$ cat src/rtl/font_rom_arbiter.sv
// Round-robin arbiter sharing one combinational 64x8 glyph ROM between two
// requesters: latch address, capture row, pulse per-port ack.
module font_rom_arbiter (
  input  logic       clk,
  input  logic       reset,
  input  logic       req0,
  input  logic [1:0] char0,
  input  logic [3:0] row0,
  input  logic       req1,
  input  logic [1:0] char1,
  input  logic [3:0] row1,
  output logic [5:0] rom_addr,
  input  logic [7:0] rom_data,
  output logic       ack0,
  output logic       ack1,
  output logic [7:0] data0,
  output logic [7:0] data1,
  output logic       busy
);

  typedef enum logic [1:0] {
    IDLE,
    FETCH,
    ACK
  } state_t;

  state_t     state;
  state_t     state_nx;
  logic       grant_id;
  logic       grant_nx;
  logic       last;
  logic       last_nx;
  logic       win;
  logic [5:0] addr_nx;
  logic [7:0] data0_nx;
  logic [7:0] data1_nx;

  // On a tie the port that did not win last time is served.
  always_comb begin
    win = 1'b0;
    unique case (1'b1)
      req0 & req1:  win = ~last;
      ~req0 & req1: win = 1'b1;
      default:      win = 1'b0;
    endcase
  end

  always_comb begin
    state_nx = state;
    grant_nx = grant_id;
    last_nx  = last;
    addr_nx  = rom_addr;
    data0_nx = data0;
    data1_nx = data1;
    unique case (state)
      IDLE: begin
        if (req0 | req1) begin
          state_nx = FETCH;
          grant_nx = win;
          last_nx  = win;
          addr_nx  = win ? {char1, row1}
                         : {char0, row0};
        end
      end
      FETCH: begin
        state_nx = ACK;
        if (grant_id) data1_nx = rom_data;
        else          data0_nx = rom_data;
      end
      ACK: begin
        state_nx = IDLE;
      end
      default: begin
        state_nx = IDLE;
      end
    endcase
  end

  always_ff @(posedge clk or posedge reset) begin
    if (reset) state <= IDLE;
    else       state <= state_nx;
  end

  always_ff @(posedge clk or posedge reset) begin
    if (reset) begin
      grant_id <= 1'b0;
      last     <= 1'b1;
      rom_addr <= 6'd0;
      data0    <= 8'd0;
      data1    <= 8'd0;
    end else begin
      grant_id <= grant_nx;
      last     <= last_nx;
      rom_addr <= addr_nx;
      data0    <= data0_nx;
      data1    <= data1_nx;
    end
  end

  // Acks are pure decodes of registered state, never of req.
  assign ack0 = (state == ACK) & ~grant_id;
  assign ack1 = (state == ACK) &  grant_id;
  assign busy = (state != IDLE);

endmodule

$ cat config.mk
export PLATFORM = sky130hd
export DESIGN_NAME = font_rom_arbiter
export DESIGN_NICKNAME = d
export VERILOG_FILES = /design/src/rtl/font_rom_arbiter.sv
export SDC_FILE = /design/constraint.sdc
export NUM_CORES = 1
export LEC_CHECK = 0
export BUFFER_PORTS_ARGS = -buffer_cell sky130_fd_sc_hd__buf_2
export CAP_MARGIN = 0
export CORE_AREA = 2 2 56 58
export DETAILED_ROUTE_END_ITERATION = 16
export DIE_AREA = 0 0 58 60
export PLACE_DENSITY_LB_ADDON = 0.08
export SLEW_MARGIN = 15
export SYNTH_ARGS = -nofsm -noshare
export SYNTH_HDL_FRONTEND = slang
export SYNTH_SLANG_ARGS = --single-unit
$ cat constraint.sdc
create_clock -name clk -period 1.2 [get_ports clk]
set_input_delay 0.24 -clock clk [delete_from_list [all_inputs] [get_ports clk]]
set_output_delay 0.24 -clock clk [all_outputs]
set_load 0.02 [all_outputs]
==> results.yml, run 1 <==
outcome:
  status: "complete, but fails checks"
  violations: "setup timing"
grt:
  grt_use_met1_pct: 18.98
  grt_busiest_layer: "met2"
  grt.met2_usage_pct: 23.21
  overflow: 0
  met3_usage_pct: 2.814
  grt_pass1_vias: 818
  grt_pass1_wl_um: 3705
  grt_use_total_pct: 14.25
  grt_max_degree: 15
  antenna_found_initial: 0
clock_tree:
  cts.path.max_buffers: 2
  root_buffer: "clkbuf_4"
  clk_pin_slew_ps: 130
  numCtsBuffers: 3
  cts_tree: "built"
  clock_latency_ps: 310
  htree_levels: 1
  cts.sinks: 26
synth:
  avgSynthCellArea_um2: 16.88
  ys_types: 15
  netlist_area_mm2: 0.001131
  ys_warn_count: 0
  syn_nets: 91
  synth_area_leaders: "dfrtp_1, mux2_2, mux2_4, dfstp_2, nor2_8"
  synthCells: 67
  synth_top_area_share_pct: 55.31
  synth_top_area_cell: "dfrtp_1"
  ys_seq_area_share_pct: 57.63
  ys_ff_latch: 26
floorplanning:
  die_height_um: 60
  io_pins: 49
  die_w_um: 58
  core_mm2: 0.002903
  rows: 20
  start_util_pct: 38.97
  die-area_mm2: 0.003480
setup_path:
  cp_max_fo: 3
  end_kind: "output pin"
  cp_slowest_cell: "dfrtp_1"
  worstPathRequired_ps: 960
  critical_path.max_stage_delay_ps: 410
  ff2ff_setup_slack_ps: -200
  worst_r2r_path_depth: 5
  r2r-end: "data0[7]$_DFFE_PP0P_"
  startpoint: "grant_id$_DFFE_PP0P_"
  crit_path_cell_trace: "buf_6, nor3b_2, buf_4"
  critical_path_class: "reg -> out"
  worstReg2RegStart: "state[1]$_DFFE_PP0P_"
  startpoint_type: "register"
  crit_path_end: "ack0"
  crit_arrival_ps: 1240
hold_path:
  min_from: "rom_data[4]"
  hold_path_class: "in -> reg"
routing:
  vias: 778
  drc: 0
  drtAntennaViolNets: 0
  wl_per_cell_um: 13.95
  wl_um: 2315
  dr.pass1.iters: 3
  dr.first_iter.drc_count: 4
  drt-vias-per-instance: 4.687
placed_design:
  hpwl_um: 1608
  dp_cells: 154
  pre_cts_ws_ps: -167.9
  port_buffers: 48
  gp_congestion: 0.6129
final_layout:
  final_util_pct: 57.20
  drive_gt1_share_pct: 77.44
  antenna_cells: 0
  final_net_count: 158
  area_growth_pct: 46.79
  instances_no_fill: 166
  nFillCells: 270
sta:
  grt_setup_unrepaired: "yes"
  slew_viol_final: 0
  setup_slack_ps: -277.6
  layout_min_cycle_time_ps: 1478
  setup_viol: 27
  period_share_pct: 123.1
  tightest_slew_ps: 344.1
  finClkSkew_ps: 8.526
  slew_headroom_pct: 76.97
  hold_violations: 0
  timing.fmax_mhz: 676.8
power_and_ir_drop:
  p_per_area_mw_per_mm2: 2806
  vdd_drop_max_uv: 1530
  leakage_uw: 0.0008506
flow_run:
  max-cap-violations: 0
-- power by group --
group / switching [uW] / leakage [uW] / internal, uW
clock network: 237 / 0.0000150 / 130
logic: 1240 / 0.000530 / 1460
registers: 253 / 0.000305 / 1340
-- per-layer routing --
metal	routed length, um	vias to the layer above
met2	1218	24
met5	0	-
met1	975	384
li1	-	368
met3	108	2
met4	12	0
-- layout make-up --
class / instances / area [um^2] / area share [%]
Tap cell: 33 / 41.29 / 2.487
Clock buffer: 4 / 26.28 / 1.583
Inverter: 1 / 3.754 / 0.2261
Timing Repair Buffer: 63 / 405.4 / 24.42
Multi-Input combinational cell: 39 / 531.8 / 32.03
Sequential cell: 26 / 651.9 / 39.26
-- state kept, by name, indices dropped and copies added, names as in the netlist --
name / count
state: 2
last: 1
data1: 8
rom_addr: 6
grant_id: 1
data0: 8
-- cell usage after synthesis --
library cell,n
a21boi_4,1
nor2_8,1
mux2_2,22
nor2b_4,1
dfrtp_1,25
and2b_1,1
mux2_4,8
nor3b_1,1
nor2_1,1
dfstp_2,1
inv_1,1
and3b_2,1
or2_4,1
nand2_2,1
buf_6,1
-- cells by family (layout without fill, tap and decap cells) --
group / after synthesis / in the layout / synth area share, %
muxes: 30 / 30 / 32.52
buffers and inverters: 2 / 68 / 1.327
and+or+nand+nor: 8 / 8 / 6.859
DFF: 26 / 26 / 57.63
AOI/OAI and AO/OA: 1 / 1 / 1.659
-- repair_timing --
action                                 CTS  global route
pin swaps                                3             3
setup endpoints to repair               27            28
endpoints found under the hold margin    6             0
setup buffers                            6             1
hold buffers                             1             0
gates resized for setup                 23             5
-- how the worst min path moves through the flow --
| stage | slack [ps] | cells past startpoint | to |
|---|---|---|---|
| after floorplan | 280 | 1 | data0[0]$_DFFE_PP0P_ |
| after global placement | 210 | 2 | data1[6]$_DFFE_PP0P_ |
| after detailed placement | 210 | 2 | data1[6]$_DFFE_PP0P_ |
| after CTS | 140 | 2 | data0[4]$_DFFE_PP0P_ |
| after global routing | 150 | 2 | data0[5]$_DFFE_PP0P_ |
| final | 160 | 2 | data0[4]$_DFFE_PP0P_ |
-- per-stage QoR --
step | hold slack (ps) | total power [uW] | area, um^2 | setup TNS (ps)
2_1_floorplan | 279.3 | 3112 | 1131 | -890.5
3_3_place_gp | 208.4 | 3790 | 1466 | -1896
3_5_place_dp | 210.1 | 3835 | 1466 | -2101
4_1_cts | 144.8 | 4605 | 1628 | -4704
5_1_grt | 148.6 | 4922 | 1660 | -5437
6_report | 159.8 | 4659 | 1660 | -4121
-- critical path: cells and delay by family (launching register included) --
kind                   cells  cell delay (ps)
flip-flops                 1              410
AND/OR/NAND/NOR            1              210
buffers and inverters      2              310
-- cell usage in the layout, fill, tap and decap left out, types with 3 or more instances in the layout --
cell type	n
buf_4	8
buf_6	8
dfrtp_1	25
buf_2	45
clkbuf_4	3
mux2_2	9
mux2_4	21
(Power assumes the default switching activity.)
==> inputs of run 2 (changes only) <==
ABC_CLOCK_PERIOD_IN_PS = 1200   (was default)
CORE_AREA = 2 2 78 43   (was 2 2 56 58)
DIE_AREA = 0 0 80 45   (was 0 0 58 60)
==> run 2 against run 1 <==
The run still ends with setup timing left. Via count decreased by 1.9%. Final area decreased by 0.83%. Wire length decreased by 0.13%. Die area increased by 3.4%. Cell count increased by 1.8%.
==> results.yml, run 2 (synthesized netlist as in run 1, its figures left out) <==
outcome:
  status: "complete, but fails checks"
  violations: "setup timing"
sta:
  hold_violations: 0
  finClkSkew_ps: 1.454
  setup_slack_ps: -204.9
  setup_viol: 27
  tightest_slew_ps: 559.3
  slew_headroom_pct: 62.57
  grt_setup_unrepaired: "yes"
  layout_min_cycle_time_ps: 1405
  period_share_pct: 117.1
  slew_viol_final: 0
  timing.fmax_mhz: 711.8
clock_tree:
  root_buffer: "clkbuf_8"
  cts.path.max_buffers: 2
  htree_levels: 1
  cts_tree: "built"
  clock_latency_ps: 270
  clk_pin_slew_ps: 80
  cts.sinks: 26
  numCtsBuffers: 3
floorplanning:
  start_util_pct: 39.37
  io_pins: 49
  die_height_um: 45
  rows: 14
  core_mm2: 0.002873
  die-area_mm2: 0.003600
  die_w_um: 80
grt:
  antenna_found_initial: 0
  grt_use_total_pct: 13.98
  grt_pass1_vias: 781
  grt_pass1_wl_um: 3732
  overflow: 0
  grt_max_degree: 17
setup_path:
  startpoint_type: "register"
  crit_path_cell_trace: "buf_6, nor2b_4, and2b_1, buf_12, mux2_4"
  critical_path.max_stage_delay_ps: 420
  critical_path_class: "reg -> reg"
  end_kind: "register"
  cp_max_fo: 8
  worstPathRequired_ps: 1360
  crit_arrival_ps: 1560
  cp_slowest_cell: "dfrtp_1"
routing:
  dr.pass1.iters: 4
  dr.first_iter.drc_count: 36
  wl_um: 2312
  wl_per_cell_um: 13.68
  drtAntennaViolNets: 0
  vias: 763
  drc: 0
  drt-vias-per-instance: 4.515
placed_design:
  port_buffers: 48
  gp_congestion: 0.7001
  hpwl_um: 1722
  post_dp_cell_area_mm2: 0.001468
final_layout:
  antenna_cells: 0
  final_net_count: 154
  area_growth_pct: 45.58
  layout.cells.most_common_list: "buf_2, dfrtp_1, mux2_4, mux2_2, buf_6"
  multi_input_area_um2: 524.3
  finalInstanceArea_mm2: 0.001647
  top_regs: "data0 x8, data1 x8, rom_addr x6"
  layout_commonest_cell: "buf_2"
  seqCellArea_um2: 653.1
  drive_gt1_share_pct: 78.29
  nFillCells: 248
power_and_ir_drop:
  p_per_area_mw_per_mm2: 2885
  vdd_drop_max_uv: 1124
  leakage_uw: 0.0008288
  p_total_uw: 4751
hold_path:
  hold_path_class: "in -> reg"
flow_run:
  max-cap-violations: 0
-- run 2: cell types whose count changed in the layout (fill, tap and decap cells not counted), sizes merged --
cell / delta
buf: -5
nor2: +1
-- run 2: routing by layer --
layer	track usage, %	vias to the layer above	wire, um
met5	0	-	0
met4	4.068	0	19
met3	4.600	2	157
met2	19.00	27	949
met1	21.13	369	1186
li1	-	365	-
-- run 2: final timing paths --
check / endpoint / start / slack, ps / cells past startpoint
worst max-delay path: data0[6]$_DFFE_PP0P_ / state[0]$_DFFE_PP0P_ / -200 / 5
worst min-delay path: data0[2]$_DFFE_PP0P_ / rom_data[2] / 210 / 2
worst max register to register: data0[6]$_DFFE_PP0P_ / state[0]$_DFFE_PP0P_ / -200 / 5
worst min register to register: state[1]$_DFFE_PP0P_ / state[1]$_DFFE_PP0P_ / 500 / 1
max in group asynchronous: last$_DFFE_PP1P_ / reset / 420 / 4
min in group asynchronous: data1[3]$_DFFE_PP0P_ / reset / 510 / 4
-- run 2: layout make-up --
cell class | count | area share (%)
multi-input cells | 40 | 31.84
clock buffers | 4 | 3.343
repair buffers | 58 | 21.88
inverters | 1 | 0.2280
well taps | 40 | 3.040
flip-flops and latches | 26 | 39.67
-- run 2: through the flow --
stage	hold WS, ps	worst slack, ps	TNS, ps	cells	util (%)
floorplan	279.3	-96.02	-890.5	67	-
global placement	255.0	-187.1	-2062	160	51.09
detailed placement	264.0	-217.7	-2407	160	51.09
CTS	211.5	-207.4	-4429	168	56.62
global route	204.3	-281.2	-6262	169	57.32
finish	213.1	-204.9	-4318	169	57.32
-- run 2: timing repair --
item	4_1_cts	5_1_grt
hold buffers	1	0
hold endpoints to repair	11	0
setup endpoints to repair	27	27
resized for setup	18	3
pin swaps	3	1
setup buffers	3	0
cloned	0	1
-- run 2: power by group --
part | internal [uW] | switching (uW)
clock | 293 | 265
sequential | 1340 | 261
combinational | 1360 | 1230
-- run 2: critical path: cells and delay by family, from the launching register on --
family / cells / cell delay (ps)
buffers and inverters: 2 / 280
flip-flops: 1 / 420
multiplexers: 1 / 300
AND/OR/NAND/NOR: 2 / 300
